--- config.mk ---
export PLATFORM = sky130hd
export DESIGN_NAME = switch_input_conditioner
export DESIGN_NICKNAME = d
export VERILOG_FILES = /design/src/rtl/switch_input_conditioner.sv
export SDC_FILE = /design/constraint.sdc
export NUM_CORES = 1
export LEC_CHECK = 0
export CAP_MARGIN = 20
export CORE_AREA = 2 2 225 227
export DETAILED_ROUTE_END_ITERATION = 10
export DIE_AREA = 0 0 227 229
export PLACE_DENSITY_LB_ADDON = 0.1
export SLEW_MARGIN = 20
export SYNTH_ARGS = -nofsm -noshare
export SYNTH_HDL_FRONTEND = slang
export SYNTH_SLANG_ARGS = --single-unit
export TNS_END_PERCENT = 100
--- constraint.sdc ---
create_clock -name clk -period 2.35 [get_ports clk]
set_input_delay 0.47 -clock clk [delete_from_list [all_inputs] [get_ports clk]]
set_output_delay 0.47 -clock clk [all_outputs]
set_load 0.1 [all_outputs]
--- src/rtl/switch_input_conditioner.sv ---
// Slide-switch front end: per-bit two-flop synchronizer and debounce, one-cycle
// rise/fall pulses, and a sticky change mask cleared by software acknowledge.

module switch_debounce_lane #(
  parameter int DEBOUNCE_CYCLES = 4,
  parameter int CNT_W           = 3
) (
  input  logic clk,
  input  logic rst_n,
  input  logic i_sw,
  output logic o_clean,
  output logic o_rise,
  output logic o_fall,
  output logic o_rise_nxt,
  output logic o_fall_nxt
);
  localparam logic [CNT_W-1:0] CNT_MAX = CNT_W'(DEBOUNCE_CYCLES - 1);

  logic             r_s1, r_s2, r_clean, r_rise, r_fall;
  logic [CNT_W-1:0] r_cnt;
  logic             w_diff, w_take;

  assign w_diff     = r_s2 ^ r_clean;
  assign w_take     = w_diff && (r_cnt == CNT_MAX);
  assign o_rise_nxt = w_take &  r_s2;
  assign o_fall_nxt = w_take & ~r_s2;

  always_ff @(posedge clk or negedge rst_n) begin
    if (!rst_n) begin
      r_s1    <= 1'b0;
      r_s2    <= 1'b0;
      r_cnt   <= '0;
      r_clean <= 1'b0;
      r_rise  <= 1'b0;
      r_fall  <= 1'b0;
    end else begin
      r_s1   <= i_sw;
      r_s2   <= r_s1;
      r_rise <= o_rise_nxt;
      r_fall <= o_fall_nxt;
      // any return to agreement before the count completes discards the run
      if (!w_diff || w_take) r_cnt <= '0;
      else                   r_cnt <= r_cnt + CNT_W'(1);
      if (w_take) r_clean <= r_s2;
    end
  end

  assign o_clean = r_clean;
  assign o_rise  = r_rise;
  assign o_fall  = r_fall;
endmodule

module switch_input_conditioner #(
  parameter int WIDTH           = 16,
  parameter int DEBOUNCE_CYCLES = 1000000,
  parameter int CNT_W           = $clog2(DEBOUNCE_CYCLES + 1)
) (
  input  logic             clk,
  input  logic             rst_n,
  input  logic [WIDTH-1:0] sw_in,
  input  logic             change_ack,
  output logic [WIDTH-1:0] sw_clean,
  output logic [WIDTH-1:0] sw_rise,
  output logic [WIDTH-1:0] sw_fall,
  output logic [WIDTH-1:0] change_mask,
  output logic             any_change
);
  logic [WIDTH-1:0] w_rise_nxt, w_fall_nxt;
  logic [WIDTH-1:0] r_mask;

  for (genvar i = 0; i < WIDTH; i++) begin : g_lane
    switch_debounce_lane #(
      .DEBOUNCE_CYCLES(DEBOUNCE_CYCLES),
      .CNT_W          (CNT_W)
    ) u_lane (
      .clk       (clk),
      .rst_n     (rst_n),
      .i_sw      (sw_in[i]),
      .o_clean   (sw_clean[i]),
      .o_rise    (sw_rise[i]),
      .o_fall    (sw_fall[i]),
      .o_rise_nxt(w_rise_nxt[i]),
      .o_fall_nxt(w_fall_nxt[i])
    );
  end

  // a new event on a bit outranks an acknowledge arriving in the same cycle
  always_ff @(posedge clk or negedge rst_n) begin
    if (!rst_n) r_mask <= '0;
    else        r_mask <= (change_ack ? '0 : r_mask) | w_rise_nxt | w_fall_nxt;
  end

  assign change_mask = r_mask;
  assign any_change  = |r_mask;
endmodule
==> run_results.csv, run 1 <==
group,metric,value,unit
power,seq_power_share,47.3,%
worst_setup_path,worstPathRequired,1.88,ns
power,power.share.clock,49.6,%
synth,synth_nets,1975,
sta,post-route-period-util,98.58,%
global_routing,grt_max_degree,65,
synth,synth_seq_cells,416,
synth,ys_seq_area_share,52.84,%
synth,ys_warn_count,0,
worst_setup_path,cp_cell_sequence,"nor4_2, buf_4, nand4_1, buf_12",
worst_setup_path,crit_slowest_cell,"dfrtp_2",
synth,synthesis.area,19700,um^2
sta,rsz0062_at_grt,"true",
job,cap_violations,0,
power,ir_worst_vdd,0.4789,mV
worst_setup_path,start_kind,"register",
synth,ys_top_cells_by_area,"dfrtp_1, xnor2_1, nor2_1, xor2_1, nand3_1",
cts,cts_buffers,49,
synth,synth_top_area_share,52.84,%
drt,firstDrtPassIters,5,
global_routing,grt_pass1_wl,70830,um
synth,synth_cell_types,51,
drt,vias,14430,
drt,dr.first_iter.drc_count,820,
cts,insertion_delay,0.58,ns
floorplanning,start_util,39.68,%
drt,wire_per_inst,15.10,um
cts,cts_tree,"done",
global_routing,overflow,0,
worst_setup_path,cp_slowest_stage_delay,0.42,ns
floorplanning,num_io_pins,84,
power,pwr-share-comb,3.1,%
final_layout,syn2layout_area_growth,15.94,%
sta,tightest_slew,0.5072,ns
drt,drc,0,
drt,ant_nets,0,
global_routing,antenna_found_initial,2,
synth,yosysMostFrequentCell,"dfrtp_1",
sta,worst_slack,0.03335,ns
power,p_switching,3423,uW
worst_setup_path,crit_buf_inv,2,
power,internal-power,12150,uW
synth,synth_top_cell_by_area,"dfrtp_1",
power,switching_share,21.97,%
cts,clock_path_buffers,3,
power,p_leak,0.009247,uW
cts,root_buffer,"clkbuf_16",
place,port_buffers,83,
drt,viasPerCell,5.264,
worst_hold_path,hp-class,"primary input to register",
final_layout,antenna_cells,0,
cts,cts_sinks,416,
global_routing,grt_pass1_vias,14090,
floorplanning,rows,82,
synth,synth_edf_count,0,
floorplanning,die_w,227,um
place,place.gp.congestion,0.7881,
worst_setup_path,crit_arrival,1.85,ns
global_routing,grt_usage,16.40,%
synth,synthTopCellsByCount,"dfrtp_1, nor2_1, nand3_1, a21oi_1, xnor2_1",
sta,finalClockSkew,0.008867,ns
synth,syn_inst,1940,
floorplanning,design.core.area,49660,um^2
final_layout,fillCellCount,4678,
final_layout,final_util,46.00,%
worst_setup_path,critPathCaptureType,"output pin",
drt,drt_wl_total,41420,um
synth,synth_flop_cell,"dfrtp_1",
cts,clk_pin_slew,0.06,ns
floorplanning,die_h,229,um
power,power.density,681.9,nW/um^2
power,p_total,15580,uW
sta,relSlewSlack,66.19,%
synth,synth-async-reset-ratio,100.0,%
cts,htree_levels,2,
sta,slew_violations,0,
synth,syn_area_per_cell,10.16,um^2
run_status,outcome,"complete, no violations",
worst_setup_path,critPathKind,"register to output pin",
sta,finalHoldViolCount,0,
sta,tns,0,ns
sta,fmax,431.7,MHz
place,place_hpwl,27720,um
place,place_ws,0.1798,ns
sta,setup_violations,0,
sta,finalCriticalPeriod,2.317,ns
final_layout,nets,2065,
worst_setup_path,worstPathMaxFanout,3,
sta,hold_slack,0.3244,ns
floorplanning,die_area,51980,um^2
final_layout,drive_above_1_share,12.61,%
worst_setup_path,crit_family,"flip-flops",
through the flow:
step,cells,cell area [um^2]
2_1_floorplan,1940,19720
3_3_place_gp,2646,21110
3_5_place_dp,2646,21110
4_1_cts,2740,22820
5_1_grt,2742,22840
6_report,2742,22840
final timing paths:
kind                                           start                           to  slack (ns)  cells after the start
hold / removal                              sw_in[7]        g_lane[7].u_lane.r_s1        0.32                      1
setup reg to reg           g_lane[8].u_lane.r_cnt[0]   g_lane[8].u_lane.r_cnt[18]        0.16                      5
min in group asynchronous                      rst_n  g_lane[14].u_lane.r_cnt[16]        0.45                      2
setup / recovery                      change_mask[5]                   any_change        0.03                      4
hold reg to reg               g_lane[13].u_lane.r_s1       g_lane[13].u_lane.r_s2        0.34                      0
max in group asynchronous                      rst_n              change_mask[12]        1.13                      3
per-layer routing:
metal	up-vias	track usage [%]	part of all wire (%)
met1	7056	23.09	49
li1	7119	-	-
met4	0	5.372	2.3
met3	63	3.348	4.1
met5	-	0	0
met2	196	25.29	45
power groups by stage:
| stage | combinational (uW) | sequential (uW) | clock (uW) |
|---|---|---|---|
| floorplan | 185 | 7470 | 0 |
| global placement | 496 | 7490 | 0 |
| detailed placement | 496 | 7490 | 0 |
| CTS | 501 | 7360 | 8050 |
| global route | 556 | 7380 | 8310 |
| finish | 478 | 7370 | 7730 |
flip-flops by register name, indices dropped and copies added (netlist names):
signal                 flops
g_lane.u_lane.r_s1        16
g_lane.u_lane.r_cnt      320
g_lane.u_lane.o_fall      16
g_lane.u_lane.o_clean     16
g_lane.u_lane.o_rise      16
change_mask               16
g_lane.u_lane.r_s2        16
cell type report:
cell class / count / area (um^2) / area share, %
flip-flops and latches: 416 / 10430 / 45.66
multi-input cells: 1383 / 8567 / 37.50
clock buffers: 74 / 1503 / 6.578
repair buffers: 132 / 1156 / 5.061
well taps: 672 / 840.8 / 3.681
inverters: 48 / 180.2 / 0.7887
clock inverters: 17 / 166.4 / 0.7285
repair_timing:
item | CTS | global route
hold buffers | 1 | 0
pin swaps | 3 | 3
setup buffers | 2 | 2
hold endpoints to repair | 37 | 0
setup endpoints to repair | 1 | 1
resized for setup | 2 | 1
logic make-up after synthesis:
logic type               Yosys count  share of synthesized area, %
adder cells (fa/ha/maj)           16                         1.016
flip-flops                       416                         52.84
multiplexers                      16                        0.9144
AO/OA/AOI/OAI                    252                         7.455
XOR/XNOR                         193                         8.579
buffers and inverters            141                         3.791
AND/OR/NAND/NOR                  906                         25.41
cell usage in the layout (no fill, tap or decap), types with 7 or more instances in the layout:
cell / n
and2_1: 7
nor4b_1: 12
dfrtp_2: 16
nand2_1: 95
xor2_1: 93
ha_1: 16
clkinv_2: 12
nand4b_1: 11
nor3_1: 43
xnor2_1: 100
or3_1: 71
dfrtp_1: 400
clkdlybuf4s50_1: 17
and3_1: 53
o21ai_0: 66
a22o_1: 15
clkbuf_1: 9
clkbuf_16: 51
inv_1: 48
nand3_1: 130
nor2b_1: 8
nor3b_1: 39
and4_1: 8
nor4_1: 27
buf_4: 104
nand4_1: 65
nor2_1: 225
a21oi_1: 109
o21ai_1: 13
clkbuf_8: 14
mux2_2: 16
or4_1: 65
o31ai_1: 41
or2_2: 7
buf_12: 9
worst register-to-register path, stage by stage (launching register included):
cell and delay (ns):
dfrtp_1 0.41, ha_1 0.25, nand2_1 0.14, or4_1 0.66, or4_1 0.51, a21oi_1 0.16
(Power assumes the default switching activity.)
==> inputs of run 2 (changes only) <==
--- a/config.mk
+++ b/config.mk
@@ -5,12 +5,12 @@
 export SDC_FILE = /design/constraint.sdc
 export NUM_CORES = 1
 export LEC_CHECK = 0
-export CAP_MARGIN = 20
+export CAP_MARGIN = 30
 export CORE_AREA = 2 2 225 227
 export DETAILED_ROUTE_END_ITERATION = 10
 export DIE_AREA = 0 0 227 229
 export PLACE_DENSITY_LB_ADDON = 0.1
-export SLEW_MARGIN = 20
+export SLEW_MARGIN = 30
 export SYNTH_ARGS = -nofsm -noshare
 export SYNTH_HDL_FRONTEND = slang
 export SYNTH_SLANG_ARGS = --single-unit
==> results of run 2 <==
The final DEF is identical to that of run 1; final timing and power are the same.
==> inputs of run 3 (changes only) <==
--- a/config.mk
+++ b/config.mk
@@ -5,10 +5,12 @@
 export SDC_FILE = /design/constraint.sdc
 export NUM_CORES = 1
 export LEC_CHECK = 0
+export ABC_AREA = 1
+export ABC_CLOCK_PERIOD_IN_PS = 2350
 export CAP_MARGIN = 30
-export CORE_AREA = 2 2 225 227
+export CORE_AREA = 2 2 238 240
 export DETAILED_ROUTE_END_ITERATION = 10
-export DIE_AREA = 0 0 227 229
+export DIE_AREA = 0 0 240 242
 export PLACE_DENSITY_LB_ADDON = 0.1
 export SLEW_MARGIN = 30
 export SYNTH_ARGS = -nofsm -noshare
==> run 3 against run 2 <==
Final area rose by 10%. Fmax rose by 2.1%. Worst hold slack improved by 0.0029 ns. Sequential share of layout area fell by 4.3 points. Critical path depth did not move. Die area rose by 12%. Register-to-register slack improved by 0.44 ns. Global-route usage rose by 0.57 points. Core utilization fell by 0.78 points. Flip-flop and latch count did not move. Largest power group unchanged. Highest routed layer unchanged.
==> run_results.csv, run 3 <==
group,metric,value,unit
run_status,outcome,"complete, no violations",
synth,synthesis.area,22040,um^2
final_layout,drive_above_1_share,10.02,%
global_routing,overflow,0,
synth,ys_top_cells_by_area,"dfrtp_1, nor2_1, nand2_1, xor2_1, inv_1",
synth,ys_warn_count,0,
sta,worst_slack,0.07999,ns
drt,wire_per_inst,12.61,um
worst_setup_path,start_kind,"register",
sta,finalHoldViolCount,0,
job,cap_violations,0,
drt,vias,17340,
worst_setup_path,critPathCaptureType,"output pin",
final_layout,final_cell_mix,"nor2_1, nand2_1, dfrtp_1",
cts,root_buffer,"clkbuf_16",
cts,htree_levels,2,
sta,fmax,440.5,MHz
global_routing,grt_max_degree,72,
worst_setup_path,crit_arrival,1.80,ns
floorplanning,num_io_pins,84,
worst_setup_path,r2r_slack,0.60,ns
synth,synth-async-reset-ratio,100.0,%
synth,syn_inst,2904,
sta,relSlewSlack,41.86,%
power,ir_worst_vdd,0.5011,mV
place,place_hpwl,35060,um
cts,clock_path_buffers,3,
floorplanning,start_util,39.54,%
sta,hold_slack,0.3273,ns
worst_setup_path,cp_slowest_stage_delay,0.42,ns
place,port_buffers,83,
cts,clk_pin_slew,0.06,ns
worst_hold_path,min_from,"sw_in[4]",
drt,viasPerCell,4.575,
synth,synth_top_area_share,47.24,%
power,power.density,639.3,nW/um^2
power,p_leak,0.01072,uW
global_routing,grt_pass1_vias,17260,
drt,drc,0,
floorplanning,design.core.area,55730,um^2
worst_hold_path,hp-class,"primary input to register",
worst_setup_path,crit_buf_inv,2,
final_layout,top_register,"g_lane.u_lane.r_cnt",
synth,synth_flop_cell,"dfrtp_1",
synth,yosysMostFrequentCell,"nor2_1",
synth,synth_cell_types,35,
worst_setup_path,critPathLaunch,"change_mask[3]",
worst_setup_path,cp_cell_sequence,"nor4_4, buf_4, nand4_1, buf_12",
final_layout,final_util,45.22,%
drt,drt_wl_total,47770,um
synth,synthTopCellsByCount,"nor2_1, nand2_1, dfrtp_1, inv_1, nand3_1",
sta,finalCriticalPeriod,2.270,ns
synth,ys_seq_area_share,47.24,%
global_routing,grt_usage,16.98,%
cts,insertion_delay,0.59,ns
synth,synth_edf_count,0,
worst_setup_path,worstPathRequired,1.88,ns
worst_setup_path,r2r_start,"g_lane[6].u_lane.r_cnt[0]",
worst_setup_path,crit_slowest_cell,"dfrtp_2",
drt,dr.first_iter.drc_count,950,
final_layout,syn2layout_area_growth,14.37,%
drt,firstDrtPassIters,5,
global_routing,antenna_found_initial,0,
cts,cts_buffers,50,
power,p_total,16110,uW
worst_setup_path,critPathKind,"register to output pin",
floorplanning,rows,87,
sta,tightest_slew,0.8711,ns
worst_setup_path,crit_family,"flip-flops",
place,place_ws,0.4963,ns
cts,cts_sinks,416,
drt,ant_nets,0,
sta,setup_violations,0,
sta,finalClockSkew,0.02014,ns
synth,synth_nets,2939,
floorplanning,die_h,242,um
final_layout,final_common_cell,"nor2_1",
floorplanning,die_area,58080,um^2
synth,synth_seq_cells,416,
global_routing,grt_pass1_wl,82720,um
synth,syn_area_per_cell,7.589,um^2
place,place.gp.congestion,0.8909,
synth,synth_top_cell_by_area,"dfrtp_1",
cts,cts_tree,"done",
sta,rsz0062_at_grt,"true",
final_layout,nets,3027,
sta,slew_violations,0,
floorplanning,die_w,240,um
worst_setup_path,worstPathMaxFanout,2,
sta,post-route-period-util,96.60,%
final_layout,largest_register_ff_count,320,
-- run 3: area by class of cell --
class / instances / area [um^2]
flip-flops and latches: 416 / 10430
repair buffers: 106 / 960.9
multi-input cells: 2146 / 10060
clock inverters: 22 / 329.1
inverters: 272 / 1021
well taps: 756 / 945.9
fillers: 5654 / 30530
clock buffers: 71 / 1451
diodes: 1 / 2.502
-- run 3: repair_timing --
item,4_1_cts,5_1_grt
hold buffers,1,0
endpoints found under the setup margin,1,1
pin swaps,0,1
resized for setup,2,1
endpoints found under the hold margin,38,0
gates cloned,0,0
buffers inserted,0,1
-- run 3: logic make-up (layout without fill, tap and decap cells) --
group | after synthesis | count (layout) | synth area share (%)
and+or+nand+nor | 1897 | 1897 | 35.99
DFF | 416 | 416 | 47.24
buffers and inverters | 342 | 471 | 7.193
xor gates and xnor gates | 192 | 192 | 7.630
AOI/OAI and AO/OA | 41 | 41 | 1.039
adders and majority gates | 16 | 16 | 0.9084
other | 0 | 1 | 0
-- run 3: final timing paths --
path                            cells past startpoint                    endpoint
worst min-delay path                                1       g_lane[4].u_lane.r_s1
worst max-delay path                                4                  any_change
max in group asynchronous                           4  g_lane[5].u_lane.r_cnt[13]
worst min register to register                      0       g_lane[3].u_lane.r_s2
min in group asynchronous                           2  g_lane[10].u_lane.r_cnt[8]
worst max register to register                      7  g_lane[6].u_lane.r_cnt[19]
-- run 3: routing by layer --
metal	vias to the layer above	part of all wire, %	track usage, %
met4	0	2.2	4.366
met3	70	3.5	3.168
met2	219	45	27.24
met5	-	0	0
met1	8000	50	23.56
li1	9050	-	-
-- run 3: through the flow --
stage / std cells / area [um^2] / setup TNS (ns)
final: 3790 / 25210 / 0
after CTS: 3788 / 25190 / 0
after detailed placement: 3694 / 23380 / 0
after global routing: 3789 / 25200 / -0.02331
after floorplan: 2904 / 22060 / 0
after global placement: 3694 / 23380 / 0
-- run 3: power breakdown --
group | switching [uW] | internal (uW) | leakage [uW]
sequential | 81.8 | 7260 | 0.00567
combinational | 353 | 156 | 0.00419
clock | 3090 | 5170 | 0.000858
